--- src/rtl/banner_renderer.sv ---
// banner_renderer: two-stage pixel pipeline that overlays the 224x32
// "PLAYER 1" banner bitmap on the video stream, plus a frame-synchronous
// visibility FSM (OFF / ON / BLINK_ON / BLINK_OFF) driven by show/win.
//
// Ports:
//   clk         pixel clock, one pixel per cycle
//   reset       asynchronous, active-high
//   pixel_x/y   current coordinate from the sync generator (10 bits)
//   video_on    active-video flag aligned with pixel_x/pixel_y
//   frame_tick  one-cycle pulse per frame, during vertical blank
//   show        level, banner requested
//   win         one-cycle pulse, starts the blink sequence
//   rom_addr    registered row address to the combinational font ROM
//   rom_data    addressed ROM row, element 0 = leftmost pixel
//   rgb         registered pixel colour (2-cycle latency)
//   pixel_on    registered banner-pixel-lit flag (2-cycle latency)
//   busy        high while in either blink state
//   blink_done  one-cycle pulse when the blink sequence completes
module banner_renderer #(
  parameter int unsigned X0           = 208,
  parameter int unsigned Y0           = 100,
  parameter int unsigned BLINK_FRAMES = 30,
  parameter int unsigned BLINK_COUNT  = 3,
  parameter logic [11:0] FG_COLOR     = 12'hFFF
) (
  input  logic         clk,
  input  logic         reset,
  input  logic [9:0]   pixel_x,
  input  logic [9:0]   pixel_y,
  input  logic         video_on,
  input  logic         frame_tick,
  input  logic         show,
  input  logic         win,
  output logic [4:0]   rom_addr,
  input  logic [0:223] rom_data,
  output logic [11:0]  rgb,
  output logic         pixel_on,
  output logic         busy,
  output logic         blink_done
);

  localparam int unsigned FW = $clog2(BLINK_FRAMES + 1);
  localparam int unsigned CW = $clog2(BLINK_COUNT + 1);

  // 11-bit bounds so a banner near the right/bottom edge cannot wrap.
  localparam logic [10:0] X_LO = 11'(X0);
  localparam logic [10:0] X_HI = 11'(X0 + 223);
  localparam logic [10:0] Y_LO = 11'(Y0);
  localparam logic [10:0] Y_HI = 11'(Y0 + 31);

  localparam logic [FW-1:0] F_LAST = FW'(BLINK_FRAMES - 1);
  localparam logic [CW-1:0] P_LAST = CW'(BLINK_COUNT - 1);

  typedef enum logic [1:0] {
    S_OFF,
    S_ON,
    S_BLINK_ON,
    S_BLINK_OFF
  } state_t;

  state_t        state, state_d;
  logic [FW-1:0] frame_cnt, frame_d;
  logic [CW-1:0] pair_cnt, pair_d;
  logic          visible, busy_d, done_d;

  // ---------------- Stage 1: bounds test and address generation ----------
  logic [10:0] px_w, py_w;
  logic        hit_d;
  logic [7:0]  col_d;
  logic [4:0]  row_d;
  logic [7:0]  col_q;
  logic        hit_q, von_q;

  always_comb begin
    px_w  = {1'b0, pixel_x};
    py_w  = {1'b0, pixel_y};
    hit_d = video_on && (px_w >= X_LO) && (px_w <= X_HI)
                     && (py_w >= Y_LO) && (py_w <= Y_HI);
    col_d = 8'(px_w - X_LO);
    row_d = 5'(py_w - Y_LO);
  end

  always_ff @(posedge clk or posedge reset) begin
    if (reset) begin
      col_q    <= '0;
      rom_addr <= '0;
      hit_q    <= 1'b0;
      von_q    <= 1'b0;
    end else begin
      col_q    <= col_d;
      rom_addr <= hit_d ? row_d : '0;
      hit_q    <= hit_d;
      von_q    <= video_on;
    end
  end

  // ---------------- Stage 2: bit select and colour ------------------------
  logic pix_d;

  always_comb begin
    // Out-of-range col_q only occurs with hit_q=0, so the AND masks it.
    pix_d = hit_q && visible && rom_data[col_q];
  end

  always_ff @(posedge clk or posedge reset) begin
    if (reset) begin
      pixel_on <= 1'b0;
      rgb      <= '0;
    end else begin
      pixel_on <= pix_d;
      rgb      <= (pix_d && von_q) ? FG_COLOR : '0;
    end
  end

  // ---------------- Visibility FSM: state register ------------------------
  always_ff @(posedge clk or posedge reset) begin
    if (reset) begin
      state      <= S_OFF;
      frame_cnt  <= '0;
      pair_cnt   <= '0;
      busy       <= 1'b0;
      blink_done <= 1'b0;
    end else begin
      state      <= state_d;
      frame_cnt  <= frame_d;
      pair_cnt   <= pair_d;
      busy       <= busy_d;
      blink_done <= done_d;
    end
  end

  // ---------------- Visibility FSM: next state ----------------------------
  always_comb begin
    state_d = state;
    frame_d = frame_cnt;
    pair_d  = pair_cnt;
    if (!show) begin
      state_d = S_OFF;
      frame_d = '0;
      pair_d  = '0;
    end else begin
      unique case (state)
        S_OFF: state_d = S_ON;
        S_ON: begin
          // A frame_tick coincident with win is not counted.
          if (win) begin
            state_d = S_BLINK_ON;
            frame_d = '0;
            pair_d  = '0;
          end
        end
        S_BLINK_ON: begin
          if (frame_tick) begin
            if (frame_cnt == F_LAST) begin
              state_d = S_BLINK_OFF;
              frame_d = '0;
            end else begin
              frame_d = frame_cnt + FW'(1);
            end
          end
        end
        S_BLINK_OFF: begin
          if (frame_tick) begin
            if (frame_cnt == F_LAST) begin
              frame_d = '0;
              if (pair_cnt == P_LAST) begin
                state_d = S_ON;
                pair_d  = '0;
              end else begin
                state_d = S_BLINK_ON;
                pair_d  = pair_cnt + CW'(1);
              end
            end else begin
              frame_d = frame_cnt + FW'(1);
            end
          end
        end
        default: state_d = S_OFF;
      endcase
    end
  end

  // ---------------- Visibility FSM: outputs -------------------------------
  always_comb begin
    visible = (state == S_ON) || (state == S_BLINK_ON);
    // busy/blink_done are registered from the next state so they line up
    // with the state register itself.
    busy_d  = (state_d == S_BLINK_ON) || (state_d == S_BLINK_OFF);
    done_d  = (state == S_BLINK_OFF) && (state_d == S_ON);
  end

endmodule

--- config.mk ---
export PLATFORM = sky130hd
export DESIGN_NAME = banner_renderer
export DESIGN_NICKNAME = d
export VERILOG_FILES = /design/src/rtl/banner_renderer.sv
export SDC_FILE = /design/constraint.sdc
export NUM_CORES = 1
export LEC_CHECK = 0
export ABC_AREA = 1
export BUFFER_PORTS_ARGS = -buffer_cell sky130_fd_sc_hd__buf_2
export CAP_MARGIN = 20
export CORE_AREA = 4 4 103 105
export CTS_BUF_LIST = sky130_fd_sc_hd__clkbuf_4
export DETAILED_ROUTE_END_ITERATION = 8
export DIE_AREA = 0 0 107 109
export PLACE_DENSITY_LB_ADDON = 0.3
export SLEW_MARGIN = 20
export SYNTH_ARGS = -nofsm -noshare
export SYNTH_HDL_FRONTEND = slang
export SYNTH_SLANG_ARGS = --single-unit
export TNS_END_PERCENT = 1
--- constraint.sdc ---
create_clock -name clk -period 2.6 [get_ports clk]
set_input_delay 0.26 -clock clk [delete_from_list [all_inputs] [get_ports clk]]
set_output_delay 0.26 -clock clk [all_outputs]
set_load 0.02 [all_outputs]
==> impl_metrics.json, run 1 <==
{
  "outcome": "finished, violations left",
  "violations": "hold timing",
  "fin_nets": 1184,
  "die_y_um": 109,
  "startpoint": "state[0]",
  "cp-end-kind": "flip-flop",
  "drt_iter0_drc": 561,
  "critPathTopFamily": "simple AND/OR/NAND/NOR gates",
  "yosys_warnings": 0,
  "finClkSkew_ns": 0.007885,
  "cts_setup_buffers": 0,
  "crit_path_start_kind": "flip-flop",
  "utilization_pct": 52.91,
  "clock_latency_ns": 0.32,
  "synthCells": 696,
  "cts_tree": "done",
  "cp_slowest_stage_delay_ns": 0.43,
  "drv_slew": 0,
  "ys_seq_elements": 28,
  "synth_ff_type": "dfrtp_1",
  "core_area_um2": 9639,
  "grt_pass1_vias": 4573,
  "initial_utilization_pct": 39.77,
  "peakVddDrop_uv": 167.5,
  "clock-sinks": 28,
  "die_area_um2": 11660,
  "final_cell_area_um2": 5100,
  "n_fill_cell": 1059,
  "netlist_area_um2": 3834,
  "critPathArrivalTime_ns": 2.34,
  "setup_violations": 0,
  "antenna_found_initial": 2,
  "ant_nets": 0,
  "grt_use_total_pct": 23.45,
  "synth_fp_nets": 959,
  "dr_total_vias": 5333,
  "hold_class": "primary input to asynchronous set/reset pin",
  "die_x_um": 107,
  "timing.final.crit_share_pct": 80.34,
  "drv_cap": 0,
  "io_pins": 270,
  "p_leak_nw": 2.989,
  "layout_min_cycle_time_ns": 2.089,
  "fp-row-count": 36,
  "max_freq_ghz": 0.4787,
  "first_pass_iters": 5,
  "routed_wl_um": 14770,
  "rsz0062_at_grt": "no",
  "yosysUniqueCellTypes": 30,
  "io_buffers": 269,
  "dp_hpwl_um": 11770,
  "area_growth_pct": 33.03,
  "gp_congestion": 0.9188,
  "rr_startpoint": "state[0]",
  "hold_slack_ns": -0.01202,
  "grt_pass1_wl_um": 22400,
  "slew_headroom_pct": 40.72,
  "root_buffer": "clkbuf_4",
  "worstSetupPathType": "flip-flop to flip-flop",
  "cts_resized": 0,
  "grt_start_max_net_pins": 113,
  "clockBufferDepth": 2,
  "hold_viol_final": 12,
  "place_inst": 1049,
  "tightest_slew_ns": 0.8837,
  "worstPathCellList": "inv_1 > ha_1 > nor2_1 > nor2_1 > o21ai_0 > o21ai_1 > inv_1 > nand2_1 > inv_1 > nand2_1 > o21ai_0 > nor3b_1",
  "drc": 0,
  "async_flop_share_pct": 100.0,
  "synth_edf_count": 0,
  "power_density_nw_per_um2": 248.9,
  "worst_ep_required_time_ns": 2.85,
  "avgSynthCellArea_um2": 5.508,
  "ys_seq_area_share_pct": 18.28,
  "cts.clk_slew.worst_paths_ns": 0.15,
  "drive_gt1_share_pct": 31.41,
  "path_buf_inv": 3,
  "cp_common_cell": "inv_1",
  "grt_overflow": 0,
  "cpMaxStageDelayCell": "dfrtp_1",
  "cp_max_fo": 5,
  "cts_buffers": 3,
  "fin_cells": 1055,
  "ctsHoldBuffers": 0,
  "final.setup.tns_ns": 0,
  "vias_per_cell": 5.055,
  "wl_per_cell_um": 14.00,
  "cts-htree-levels": 1,
  "postPlaceCellArea_um2": 5069
}
## state kept, by name (all words and copies together), names as in the netlist
name        flops
col_q           8
frame_cnt       5
rom_addr        5
pair_cnt        2
state           2
blink_done      1
busy            1
hit_q           1
pixel_on        1
rgb             1
von_q           1
## per-layer routing
layer,vias up,GRT usage [%],routed length [um],share of wire [%]
met3,22,2.309,1105,7.5
met1,2370,32.65,6470,44
met5,-,0,0,0
met4,0,5.297,281,1.9
li1,2694,-,-,-
met2,247,39.43,6911,47
## layout make-up
cell class,count,area [um2],area share [%]
timing repair buffer,277,1444,28.31
clock buffer,3,22.52,0.4416
inverter,40,152.6,2.993
sequential,28,705.7,13.84
antenna,2,5.005,0.09814
clock inverter,1,3.754,0.07360
multi-input combinational,571,2600,50.98
tap,133,166.4,3.263
## Yosys cell counts, types with 2 or more instances
cell type  number  area [um2]
ha_1           13       162.7
buf_1           3       11.26
nand3_1       199       996.0
dfrtp_1        28       700.7
buf_2          22       110.1
clkbuf_1        4       15.01
a31o_2          2       17.52
nand2_1       300        1126
xnor2_1         2       17.52
nor2_1         17       63.81
a21oi_1         9       45.04
nor3_1          5       25.02
buf_4          20       150.1
inv_1          38       142.6
buf_6           7       78.83
nand3b_1        2       15.01
or2_2           2       12.51
o21ai_0        10       50.05
nor3b_1         2       15.01
## cells in the final DEF, fill, tap and decap left out, types with 3 or more instances in the layout
cell,count
buf_12,3
nand3_1,199
clkinv_1,3
buf_2,269
a21oi_1,9
nand2_1,300
clkbuf_4,3
dfrtp_1,26
inv_1,36
buf_4,5
nor2_1,17
nor3_1,5
o21ai_0,10
ha_1,13
## per-stage QoR
step,power [W],setup WS [ns]
final,0.001269,0.5112
after detailed placement,0.001100,0.5619
after CTS,0.001279,0.5240
after floorplan,0.0008390,0.8355
after global placement,0.001098,0.5572
after global routing,0.001385,0.2070
## cells by family after synthesis
logic type / Yosys count / synth area share, %
adders and majority gates: 13 / 4.243
xor gates and xnor gates: 2 / 0.4570
AOI/OAI and AO/OA: 26 / 3.851
and+or+nand+nor: 530 / 59.27
buffers and inverters: 97 / 13.90
DFF: 28 / 18.28
## path summary, 6_finish.rpt
| path | end | slack (ns) | cells after the start |
|---|---|---|---|
| max | frame_cnt[4] | 0.51 | 12 |
| min | busy | -0.01 | 2 |
| max reg2reg | frame_cnt[4] | 0.51 | 12 |
| min reg2reg | rgb[10] | 0.50 | 2 |
| max in group asynchronous | frame_cnt[4] | 2.12 | 3 |
| min in group clk | von_q | 0.07 | 1 |
## power by group
part / total [W] / internal (W) / switching [W]
Clock: 0.000175 / 0.0000561 / 0.000119
Sequential: 0.000461 / 0.000449 / 0.0000121
Combinational: 0.000633 / 0.000286 / 0.000348
(Power assumes the default switching activity.)
==> run 2, diff against run 1 <==
- CORE_AREA: 4 4 103 105 -> not set
- CORE_MARGIN: not set -> 4
- CORE_UTILIZATION: not set -> 39
- DIE_AREA: 0 0 107 109 -> not set
- clock period: 2.6 -> 1.9 ns (I/O delays scaled with it)
==> run 2 against run 1 <==
The flow finishes with violations (setup timing). Via count increased by 8.1%. Count of clock-buffer cells in the layout rose by 1. Worst setup slack worse by 0.53 ns. Maximum frequency increased by 8.9%. Clock skew up 0.0021 ns. Highest routed layer unchanged. Largest power group unchanged. Hold slack better by 0.047 ns. Non-clock buffer count up 33. Flip-flop and latch count stayed put. Clock power is 52% higher. Die area down 1.6%.
==> impl_metrics.json, run 2 (same netlist as run 1, synthesis figures left out) <==
{
  "cts_buffers": 3,
  "fin_ws_ns": -0.01771,
  "dp_hpwl_um": 12140,
  "layout_min_cycle_time_ns": 1.918,
  "timing.final.crit_share_pct": 100.9,
  "drt_iter0_drc": 626,
  "dr_total_vias": 5767,
  "die_x_um": 107.1,
  "whs_endpoint": "rom_addr[2]",
  "min_path_cells": 2,
  "postPlaceCellArea_um2": 5174,
  "cts-htree-levels": 1,
  "antenna_found_initial": 0,
  "gp_congestion": 0.8876,
  "n_fill_cell": 951,
  "register_area_um2": 705.7,
  "r2r_end": "rgb[10]",
  "clock-sinks": 28,
  "grt_pass1_wl_um": 23670,
  "hp-start": "pixel_y[2]",
  "crit_path_start_kind": "flip-flop",
  "wl_per_cell_um": 16.09,
  "rsz0062_at_grt": "yes",
  "ff2ff_setup_slack_ns": -0.02,
  "finClkSkew_ns": 0.01001,
  "largest_reg_flops": 8,
  "cts.clk_slew.worst_paths_ns": 0.15,
  "hold_slack_ns": 0.03476,
  "hold_class": "primary input to flip-flop",
  "largestRegisters": "col_q: 8 flops, frame_cnt: 5 flops, rom_addr: 5 flops",
  "p_leak_nw": 3.339,
  "grt_start_max_net_pins": 66,
  "clockBufferDepth": 2,
  "root_buffer": "clkbuf_4",
  "grt_use_total_pct": 25.08,
  "die_area_um2": 11480,
  "area_growth_pct": 53.23,
  "fp-row-count": 35,
  "drv_cap": 0,
  "final_common_cell": "nand2_1",
  "top_register": "col_q",
  "mostFrequentLayoutCells": "290 x nand2_1, 269 x buf_2, 179 x nand3_1, 37 x inv_1, 26 x dfrtp_1",
  "reg2regPathDepth": 15,
  "ant_nets": 0,
  "hold_viol_final": 0,
  "drv_slew": 0,
  "diodes": 0,
  "drive_gt1_share_pct": 37.59,
  "outcome": "finished, violations left",
  "routed_wl_um": 17440,
  "power_w": 0.001980,
  "drc": 0,
  "slew_headroom_pct": 57.90,
  "fin_nets": 1219,
  "cp_max_fo": 8,
  "place_ws_ns": 0.01576,
  "cp-end-kind": "flip-flop",
  "violations": "setup timing",
  "setup_violations": 1,
  "power_density_nw_per_um2": 337.1,
  "multi_input_area_um2": 2768,
  "io_buffers": 269,
  "cts_tree": "done",
  "critPathArrivalTime_ns": 2.20,
  "grt_pass1_vias": 4915,
  "core_area_um2": 9415,
  "worst_ep_required_time_ns": 2.18,
  "initial_utilization_pct": 40.72,
  "die_y_um": 107.1,
  "rr_startpoint": "col_q[0]",
  "worstSetupPathType": "flip-flop to flip-flop",
  "tightest_slew_ns": 0.6308,
  "final_cell_area_um2": 5874,
  "grt_overflow": 0,
  "clock_latency_ns": 0.33,
  "vias_per_cell": 5.320,
  "first_pass_iters": 5,
  "peakVddDrop_uv": 424.8,
  "io_pins": 270,
  "max_freq_ghz": 0.5215
}
[run 2: changes by cell type in the layout (fill, tap and decap cells not counted), moves of 4 or more]
cell,previous run,this run
nand2_2,0,10
buf_12,3,9
buf_6,0,4
buf_4,5,9
dlygate4sd3_1,0,6
nand3_2,0,20
nand3_1,199,179
nand2_1,300,290
clkbuf_16,0,10
[run 2: per-layer routing]
| metal | routed length, um | vias to the layer above | share of wire [%] | global-route usage (%) |
|---|---|---|---|---|
| met5 | 0 | - | 0 | 0 |
| met1 | 6807 | 2567 | 39 | 34.04 |
| met3 | 1831 | 50 | 10 | 3.432 |
| met4 | 504 | 0 | 2.9 | 5.297 |
| li1 | - | 2771 | - | - |
| met2 | 8296 | 379 | 48 | 42.36 |
[run 2: critical path: stages (launching register included)]
cell and delay, ns:
dfrtp_4 0.53, buf_12 0.16, clkinv_8 0.08, clkbuf_16 0.15
nand2_2 0.06, nand3_2 0.06, nand3_2 0.07, nand2_1 0.09
nand2_1 0.07, nand3_2 0.08, nand3_2 0.07, nand2_1 0.06
nand2_1 0.06, a21oi_2 0.14, nand2_2 0.07, nor2_2 0.09
[run 2: cell type report]
type,count,area share (%)
clock buffers,4,0.5112
inverters,40,2.769
multi-input cells,571,47.11
flip-flops and latches,28,12.01
well taps,129,2.748
repair buffers,310,34.38
repair inverters,2,0.4686
[run 2: repair_timing]
item	4_1_cts	5_1_grt
resized for setup	1	60
setup buffers	0	4
setup endpoints to repair	1	11
hold endpoints to repair	20	0
pin swaps	0	28
cloned	0	17
hold buffers	6	0
[run 2: worst max-delay path by stage]
stage | start | slack [ns] | to | cells after the start
2_1_floorplan | state[0] | 0.14 | frame_cnt[4] | 12
3_3_place_gp | col_q[0] | 0.05 | rgb[10] | 14
3_5_place_dp | state[0] | 0.02 | frame_cnt[4] | 12
4_1_cts | col_q[0] | 0.01 | rgb[10] | 14
5_1_grt | col_q[0] | -0.18 | rgb[10] | 15
6_report | col_q[0] | -0.02 | rgb[10] | 15
[run 2: report_power, final]
| part | switching (W) | internal, W |
|---|---|---|
| sequential | 0.0000173 | 0.000614 |
| combinational | 0.000565 | 0.000518 |
| clock | 0.000169 | 0.0000965 |
[run 2: stage by stage]
stage	std cells	utilization, %	setup TNS, ns
finish	1084	62.39	-0.01771
global route	1084	62.39	-0.4356
CTS	1063	55.93	0
detailed placement	1053	54.95	0
global placement	1053	54.95	0
floorplan	696	-	0
==> run 3, diff against run 2 <==
- ABC_AREA: 1 -> not set
- CORE_AREA: not set -> 4 4 104 106
- CORE_MARGIN: 4 -> not set
- CORE_UTILIZATION: 39 -> not set
- DIE_AREA: not set -> 0 0 108 110
- clock period: 1.9 -> 2 ns (I/O delays scaled with it)
==> run 3 against run 2 <==
The flow still finishes with violations (setup timing). First-iteration DRC count decreased by 73%. Synthesized cell count decreased by 54%. Sequential share of layout area up 0.78 points. Worst setup slack worse by 0.21 ns. Critical path depth shrank 8. Final cell count down 31%. Final area decreased by 6.1%. Count of clock-buffer cells in the layout shrank 1. Die area up 3.5%. Combinational power shrank 16%.
==> impl_metrics.json, run 3 <==
{
  "first_pass_iters": 5,
  "setup_violations": 2,
  "gp_congestion": 0.8980,
  "avgSynthCellArea_um2": 11.55,
  "whs_endpoint": "rom_addr[2]",
  "drv_slew": 0,
  "cp-end-kind": "flip-flop",
  "ant_nets": 0,
  "cts-htree-levels": 1,
  "r2r_end": "rgb[10]",
  "critPathTopFamily": "multiplexers",
  "core_area_um2": 9774,
  "path_buf_inv": 1,
  "timing.final.crit_share_pct": 111.2,
  "tightest_slew_ns": 0.7609,
  "clock-sinks": 28,
  "drv_cap": 0,
  "mostFrequentLayoutCells": "269 x buf_2, 39 x mux4_2, 31 x buf_4, 24 x mux2i_1, 24 x dfrtp_1",
  "finClkSkew_ns": 0.005569,
  "n_fill_cell": 892,
  "fin_nets": 874,
  "wl_per_cell_um": 19.43,
  "routed_wl_um": 14490,
  "cp_slowest_stage_delay_ns": 0.51,
  "cpMaxStageDelayCell": "mux4_2",
  "outcome": "finished, violations left",
  "async_flop_share_pct": 100.0,
  "peakVddDrop_uv": 256.9,
  "final_cell_area_um2": 5515,
  "grt_start_max_net_pins": 25,
  "power_density_nw_per_um2": 344.9,
  "ys_top_cells_by_count": "34 x mux4_2, 28 x dfrtp_1, 25 x mux2i_1",
  "min_path_cells": 2,
  "clockBufferDepth": 2,
  "worst_ep_required_time_ns": 2.23,
  "synth_ff_type": "dfrtp_1",
  "hp-start": "pixel_y[2]",
  "final_common_cell": "buf_2",
  "area_growth_pct": 49.68,
  "utilization_pct": 56.43,
  "postPlaceCellArea_um2": 5139,
  "die_area_um2": 11880,
  "io_pins": 270,
  "cp_max_fo": 5,
  "fp-row-count": 36,
  "synth_fp_nets": 582,
  "yosysUniqueCellTypes": 62,
  "rsz0062_at_grt": "yes",
  "ys_seq_elements": 28,
  "die_x_um": 108,
  "worstSetupPathType": "flip-flop to flip-flop",
  "io_buffers": 269,
  "drc": 0,
  "dr_total_vias": 4022,
  "power_w": 0.001902,
  "largestRegisters": "col_q: 8 flops, frame_cnt: 5 flops, rom_addr: 5 flops",
  "die_y_um": 110,
  "drive_gt1_share_pct": 64.10,
  "ys_seq_area_share_pct": 19.02,
  "p_leak_nw": 2.756,
  "cts_tree": "done",
  "synth_top_area_share_pct": 20.78,
  "critPathArrivalTime_ns": 2.46,
  "rr_startpoint": "col_q[1]",
  "hold_viol_final": 0,
  "drt_iter0_drc": 171,
  "grt_use_total_pct": 23.45,
  "root_buffer": "clkbuf_4",
  "synth_edf_count": 0,
  "yosys-top-cells-area": "mux4_2 21%, dfrtp_1 19%, mux4_1 10%",
  "slew_headroom_pct": 49.22,
  "largest_reg_flops": 8,
  "synthCells": 319,
  "grt_pass1_vias": 4145,
  "hold_class": "primary input to flip-flop",
  "vias_per_cell": 5.391,
  "top_register": "col_q",
  "final.setup.tns_ns": -0.4368,
  "yosys_warnings": 0,
  "antenna_found_initial": 3,
  "dp_hpwl_um": 12210,
  "post-synth-top-count-cell": "mux4_2",
  "initial_utilization_pct": 37.70,
  "cts.clk_slew.worst_paths_ns": 0.16,
  "layout_min_cycle_time_ns": 2.223,
  "netlist_area_um2": 3685,
  "grt_overflow": 0,
  "reg2regPathDepth": 7,
  "crit_path_start_kind": "flip-flop",
  "max_freq_ghz": 0.4498,
  "cts_buffers": 3,
  "clock_latency_ns": 0.33,
  "grt_pass1_wl_um": 21520,
  "violations": "setup timing",
  "ff2ff_setup_slack_ns": -0.22,
  "synth_top_area_cell": "mux4_2",
  "worstPathCellList": "buf_6 > mux4_2 > mux2_4 > a221o_1 > nand3_1 > a41o_1 > a211oi_2",
  "fin_ws_ns": -0.2233
}
## run 3: changes by cell type after synthesis, moves of 4 or more
cell | previous run | this run
mux4_1 | 0 | 14
buf_4 | 20 | 15
nor2_1 | 17 | 12
buf_12 | 0 | 4
buf_2 | 22 | 2
nor2b_1 | 0 | 7
mux2i_1 | 0 | 25
nand3_1 | 199 | 11
mux2_2 | 0 | 7
mux4_2 | 0 | 34
o22ai_1 | 1 | 5
inv_1 | 38 | 17
nand2_1 | 300 | 15
nand2b_1 | 0 | 12
## run 3: repair_timing
action                                 4_1_cts  5_1_grt
setup buffers                               10        1
endpoints found under the hold margin       21        0
resized for setup                           26       12
setup endpoints to repair                    2       10
hold buffers                                 6        0
pin swaps                                   13       12
cloned                                       3        0
## run 3: where the power goes
group	internal [W]	switching [W]
clock	0.000203	0.000180
sequential	0.000583	0.0000301
combinational	0.000545	0.000361
total	0.00133	0.000571
## run 3: kinds of logic (layout without fill, tap and decap cells)
family	Yosys count	count (layout)	synth area share [%]
simple gates	84	84	12.36
mux	80	80	39.69
compound gates	61	61	13.21
buf+inv	51	342	10.83
flops	28	28	19.02
fa+ha+maj	13	13	4.414
xor+xnor	2	2	0.4755
other cells	0	3	0
## run 3: worst max path at each step
stage	from	endpoint	slack, ns	cells past startpoint
finish	col_q[1]	rgb[10]	-0.22	7
global route	col_q[1]	rgb[10]	-0.28	7
CTS	col_q[1]	rgb[10]	-0.22	8
detailed placement	col_q[0]	rgb[10]	-0.25	7
global placement	col_q[0]	rgb[10]	-0.21	7
floorplan	col_q[1]	rgb[10]	-0.03	9
## run 3: layout make-up
type                    instances  area, um2  share of cell area (%)
multi-input cells             240       2644                   47.94
repair buffers                320       1872                   33.94
flip-flops and latches         28      705.7                   12.79
well taps                     133      166.4                   3.017
inverters                      18      67.56                   1.225
clock inverters                 1      30.03                  0.5445
clock buffers                   3      22.52                  0.4083
diodes                          3      7.507                  0.1361
## run 3: worst register-to-register path, cell delays in order, from the launching register on
cell and delay, ns:
dfrtp_2 0.48, buf_6 0.17, mux4_2 0.51, mux2_4 0.28, a221o_1 0.35, nand3_1 0.08, a41o_1 0.20, a211oi_2 0.06
## run 3: per-layer routing
| metal | share of wire, % | wire length [um] | global-route usage (%) |
|---|---|---|---|
| met1 | 40 | 5862 | 28.95 |
| met2 | 49 | 7161 | 42.67 |
| met3 | 8.0 | 1162 | 4.252 |
| met4 | 2.1 | 306 | 5.500 |
| met5 | 0 | 0 | 0 |
## run 3: metrics by stage
stage,setup WS (ns),hold WS [ns],instances
final,-0.2233,0.02997,746
after CTS,-0.2218,0.01736,744
after global routing,-0.2827,0.03784,746
after global placement,-0.2125,0.3477,722
after detailed placement,-0.2534,0.3487,722
after floorplan,-0.02656,0.2314,319
